[config.mk]
export PLATFORM = sky130hd
export DESIGN_NAME = booth_mul4
export DESIGN_NICKNAME = d
export VERILOG_FILES = /design/src/rtl/booth_mul4.sv
export SDC_FILE = /design/constraint.sdc
export NUM_CORES = 1
export LEC_CHECK = 0
export BUFFER_PORTS_ARGS = -buffer_cell sky130_fd_sc_hd__buf_2
export CELL_PAD_IN_SITES_DETAIL_PLACEMENT = 0
export CELL_PAD_IN_SITES_GLOBAL_PLACEMENT = 1
export CORE_ASPECT_RATIO = 1.75
export CORE_MARGIN = 2
export CORE_UTILIZATION = 45
export DETAILED_ROUTE_END_ITERATION = 10
export PLACE_DENSITY = 0.83
export SLEW_MARGIN = 20
export SYNTH_ARGS = -nofsm -noshare
export SYNTH_HDL_FRONTEND = slang
export SYNTH_SLANG_ARGS = --single-unit
[constraint.sdc]
create_clock -name clk -period 3.7 [get_ports clk]
set_input_delay 0.185 -clock clk [delete_from_list [all_inputs] [get_ports clk]]
set_output_delay 0.185 -clock clk [all_outputs]
set_load 0.02 [all_outputs]
[src/rtl/booth_mul4.sv]
// booth_mul4 -- sequential 4x4 signed radix-2 Booth multiplier.
// One add/subtract/skip plus arithmetic shift per cycle, four iterations,
// built around a single shared 4-bit addsub unit.
//
// Ports:
//   clk    in   1  clock, rising edge
//   rst    in   1  asynchronous active-high reset
//   start  in   1  request, sampled only in IDLE
//   A      in   4  multiplicand, signed
//   B      in   4  multiplier, signed
//   P      out  8  product register, signed; holds until next completion
//   busy   out  1  high while in CALC or DONE
//   done   out  1  one-cycle pulse when P is newly valid

// addsub -- 4-bit adder/subtractor: s = a + b (m=0) or a - b (m=1).
// Ports: a_i, b_i (4) operands; m_i mode; s_o (4) result; co_o carry out;
// v_o signed overflow.
module addsub (
    input  logic [3:0] a_i,
    input  logic [3:0] b_i,
    input  logic       m_i,
    output logic [3:0] s_o,
    output logic       co_o,
    output logic       v_o
);
    logic [3:0] b_eff;
    logic [4:0] sum;

    // Subtract as a + ~b + 1.
    always_comb begin
        b_eff = b_i ^ {4{m_i}};
        sum   = 5'(a_i) + 5'(b_eff) + 5'(m_i);
        s_o   = sum[3:0];
        co_o  = sum[4];
        v_o   = (a_i[3] == b_eff[3]) && (sum[3] != a_i[3]);
    end
endmodule

module booth_mul4 (
    input  logic       clk,
    input  logic       rst,
    input  logic       start,
    input  logic [3:0] A,
    input  logic [3:0] B,
    output logic [7:0] P,
    output logic       busy,
    output logic       done
);
    localparam int unsigned OpW   = 4;
    localparam int unsigned ProdW = 8;
    localparam int unsigned CntW  = 2;

    typedef enum logic [1:0] {
        IDLE = 2'd0,
        CALC = 2'd1,
        DONE = 2'd2
    } state_e;

    state_e             state_q;
    logic [OpW-1:0]     mc_q;
    logic [OpW-1:0]     ac_q;
    logic [OpW-1:0]     q_q;
    logic               q1_q;
    logic [CntW-1:0]    cnt_q;
    logic [ProdW-1:0]   p_q;
    logic               busy_q;
    logic               done_q;

    logic [1:0]         pair;
    logic               m_sel;
    logic               use_as;
    logic [OpW-1:0]     as_sum;
    logic               as_v;
    logic               co_unused;
    logic [OpW-1:0]     t_val;
    logic               sign_bit;
    logic [OpW-1:0]     ac_d;
    logic [OpW-1:0]     q_d;
    logic               q1_d;

    // Shared add/sub unit; mode comes from the Booth pair.
    addsub u_addsub (
        .a_i  (ac_q),
        .b_i  (mc_q),
        .m_i  (m_sel),
        .s_o  (as_sum),
        .co_o (co_unused),
        .v_o  (as_v)
    );

    // One Booth step: select T and its true sign, then arithmetic shift right.
    always_comb begin
        pair     = {q_q[0], q1_q};
        m_sel    = (pair == 2'b10);
        use_as   = pair[1] ^ pair[0];
        t_val    = use_as ? as_sum : ac_q;
        // S[3]^V recovers the 5-bit sign when the 4-bit add/sub overflows.
        sign_bit = use_as ? (as_sum[3] ^ as_v) : ac_q[3];
        ac_d     = {sign_bit, t_val[3:1]};
        q_d      = {t_val[0], q_q[3:1]};
        q1_d     = q_q[0];
    end

    // Controller and datapath registers.
    always_ff @(posedge clk or posedge rst) begin
        if (rst) begin
            state_q <= IDLE;
            mc_q    <= '0;
            ac_q    <= '0;
            q_q     <= '0;
            q1_q    <= 1'b0;
            cnt_q   <= '0;
            p_q     <= '0;
            busy_q  <= 1'b0;
            done_q  <= 1'b0;
        end else begin
            case (state_q)
                IDLE: begin
                    if (start) begin
                        mc_q    <= A;
                        q_q     <= B;
                        ac_q    <= '0;
                        q1_q    <= 1'b0;
                        cnt_q   <= '0;
                        busy_q  <= 1'b1;
                        state_q <= CALC;
                    end
                end
                CALC: begin
                    ac_q  <= ac_d;
                    q_q   <= q_d;
                    q1_q  <= q1_d;
                    cnt_q <= CntW'(cnt_q + 1'b1);
                    if (cnt_q == CntW'(3)) begin
                        p_q     <= {ac_d, q_d};
                        done_q  <= 1'b1;
                        state_q <= DONE;
                    end
                end
                DONE: begin
                    done_q  <= 1'b0;
                    busy_q  <= 1'b0;
                    state_q <= IDLE;
                end
                default: begin
                    done_q  <= 1'b0;
                    busy_q  <= 1'b0;
                    state_q <= IDLE;
                end
            endcase
        end
    end

    assign P    = p_q;
    assign busy = busy_q;
    assign done = done_q;
endmodule

==> metrics.md <==
| Metric | Value |
|---|---|
| Worst slew pin tran | roughly 0.95 ns |
| Worst R2R Path Depth | 9 |
| Max Slew Vio Count | 0 |
| Total number of vias | 982 |
| Post-CTS setup buffers | 0 |
| Antenna viol nets, final | 0 |
| Max Cap Viol | 0 |
| WL final | around 2600 um |
| Leading area contributor after synthesis | dfrtp_1 |
| Die area | 3400 sq um |
| Yosys warning total | 0 |
| Hold buffers post-CTS | 0 |
| Avg Cell Area, Syn | 9.86 sq um |
| Post-synth EDFFs | 0 |
| Vias/cell | 5.49 |
| Worst slew margin | between 30% and 40% |
| Largest net degree at the start of global routing | 28 |
| R2R Path End | P[6] |
| Worst skew pair latency | ~0.27 ns |
| Die width | 45.0 um |
| Area after DPL | 1420 sq um |
| Post-layout min period | approximately 2.3 ns |
| Final hold vios | 24 |
| Post-CTS Resized | 0 |
| Longest Clk Path Bufs | 2 |
| First-pass GRT wire length | 4370 um |
| Vias in the first global route | 1000 |
| Area of the core | roughly 2900 sq um |
| RePlAce Congestion | 0.756 |
| # diodes | 0 |
| Area contributors post-synth | dfrtp_1 51%, nand2_1 7.7%, o21ai_0 6.1% |
| Fmax | 440 MHz |
| 1st-pass router iterations | 4 |
| CP required | just under 4 ns |
| GRT overflow | 0 |
| Hold_ws | -0.00689 ns |
| Async SR Flop Fraction | 100% |
| Critical Path, Cell by Cell | inv_1, ha_1, xor2_1, ha_1, a21oi_1, o21ai_4, xnor2_1, or3_1, a31oi_1 |
| Clock network power share | 11.0% |
| Setup_tns | 0 ns |
| Clk sinks | 27 |
| GRT Overall Usage | approximately 18% |
| Post-Synthesis Cells | approximately 130 |
| Pint | 0.840 mW |
| Sequential share of power | 35.8% |
| Critical path fanouts, max | 6 |
| Status | complete, but fails checks |
| Iter 0 DRT Violations | 26 |
| Crit path kind | flop to flop |
| Starting Density | between 40% and 50% |
| Worst Setup End Kind | flop |
| CP Buf/Inv Count | 1 |
| Syn Std Cell Area | roughly 1300 sq um |
| Final Cell Area | 1470 sq um |
| Register area share after synthesis | between 50% and 60% |
| H-tree depth | 1 |
| Mapped Nets | 150 |
| Share of the synthesized area in the top cell type | 51.1% |
| Worst hold path class | input pin to async pin |
| Leakage | 0.722 nW |
| Sw Share | 44.6% |
| Layout area overhead | 11.2% |
| Worst ir drop on vdd | 0.485 mV |
| Tot Pwr | ~1.5 mW |
| CP peak stage delay | about 0.40 ns |
| RSZ-0062 raised after global routing | false |
| Setup Skew | 0.00654 ns |
| Synthesis-stage register bit count | 27 |
| Wire per inst | ~15 um |
| Post-synth top cells | 27 x dfrtp_1, 27 x nand2_1, 16 x o21ai_0 |
| Clock transition at the registers of the reported paths | approximately 0.09 ns |
| IO Port Bufs | 20 |
| Critical path arrival | 2.48 ns |
| Nets | 168 |
| Worst r2r src | q1_q |
| Distinct cells, synth | 29 |
| Row Count | 26 |
| Total CTS buffers | 3 |
| Final Util | 51.3% |
| P_sw | 0.676 mW |
| Initial antenna violation count | 0 |
| Cell family with most CP delay | adder cells |
| Crit path launch type | flop |
| Die Y | 75.7 um |
| Share of cells above drive strength 1 | 19.2% |
| CTS Root Cell | clkbuf_8 |
| Prevailing post-synth register cell | dfrtp_1 |
| R2R Setup Slk | around 1.4 ns |
| CTS tree | done |
| DR DRC count | 0 |
| Pre-CTS setup slack | 1.43 ns |
| Pwr dens | roughly 1000 nW/um^2 |
| Comb power frac | 53.1% |
| Finish-stage setup viols | 0 |
| Top cell by count, worst path | ha_1 |
| I/O pin total | 21 |
| Fin worst setup slack | around 1.4 ns |
| Slowest CP cell | dfrtp_1 |
| Violated checks | hold timing |
| Period utilization | 61.5% |
| Post-DP HPWL | 2020 um |
-- layout make-up --
| type | instances | area (sq um) |
|---|---|---|
| fill | 275 | 1390 |
| sequential | 27 | 676 |
| multi-input combinational | 93 | 587 |
| timing repair buffer | 20 | 100 |
| clock buffer | 4 | 45.0 |
| tap | 28 | 35.0 |
| inverter | 7 | 26.3 |
-- through the flow --
| stage | cells | hold slack [ns] |
|---|---|---|
| final | 179 | -0.00689 |
| after global routing | 179 | 0.0615 |
| after CTS | 179 | 0.102 |
| after detailed placement | 175 | 0.381 |
| after global placement | 175 | 0.376 |
| after floorplan | 134 | 0.238 |
-- routing by layer --
layer / up-vias / wire length, um / track usage (%) / part of all wire (%)
met2: 23 / 1390 / 30.5 / 53
met1: 475 / 1080 / 21.1 / 41
li1: 478 / - / - / -
met4: 0 / 60 / 8.17 / 2.3
met5: - / 0 / 0 / 0
met3: 6 / 93 / 2.84 / 3.5
-- cells by family (layout without fill, tap and decap cells) --
logic type	after synthesis	in the layout	synth area share, %
compound gates	28	28	13.2
xor+xnor	7	7	4.64
flops	27	27	51.1
simple gates	45	45	14.8
mux	8	8	6.53
fa+ha+maj	5	5	5.30
buf+inv	14	31	4.45
-- worst max path at each step --
stage | slack, ns | cells after the start | from | endpoint
floorplan | 1.55 | 9 | q_q[0] | P[6]
global placement | 1.52 | 8 | q_q[0] | P[6]
detailed placement | 1.43 | 8 | q_q[0] | P[6]
CTS | 1.40 | 9 | q1_q | P[6]
global route | 1.26 | 9 | q1_q | P[6]
finish | 1.42 | 9 | q1_q | P[6]
-- power groups by stage --
stage / logic, mW / clock network, mW / registers, mW
floorplan: 0.591 / 0 / 0.577
global placement: 0.789 / 0 / 0.542
detailed placement: 0.810 / 0 / 0.550
CTS: 0.817 / 0.166 / 0.545
global route: 0.919 / 0.175 / 0.563
finish: 0.806 / 0.167 / 0.543
-- sequential cells by signal, summed over array words and instances (netlist names) --
| register | flops |
|---|---|
| P | 8 |
| ac_q | 4 |
| mc_q | 4 |
| q_q | 4 |
| cnt_q | 2 |
| state_q | 2 |
| busy | 1 |
| done | 1 |
| q1_q | 1 |
-- cell usage in the layout, fill, tap and decap left out, types with 2 or more instances in the layout --
cell type,count
clkbuf_8,3
nand2_1,27
xnor2_1,3
mux2i_1,3
a21oi_1,4
nor2_1,8
ha_1,4
nor2b_1,2
xor2_1,4
or3_1,2
dfrtp_1,27
o21ai_0,16
a22o_1,3
mux2_2,5
buf_2,20
inv_1,6
nand4_1,2
No activity file was read; power rests on OpenSTA's default activity.
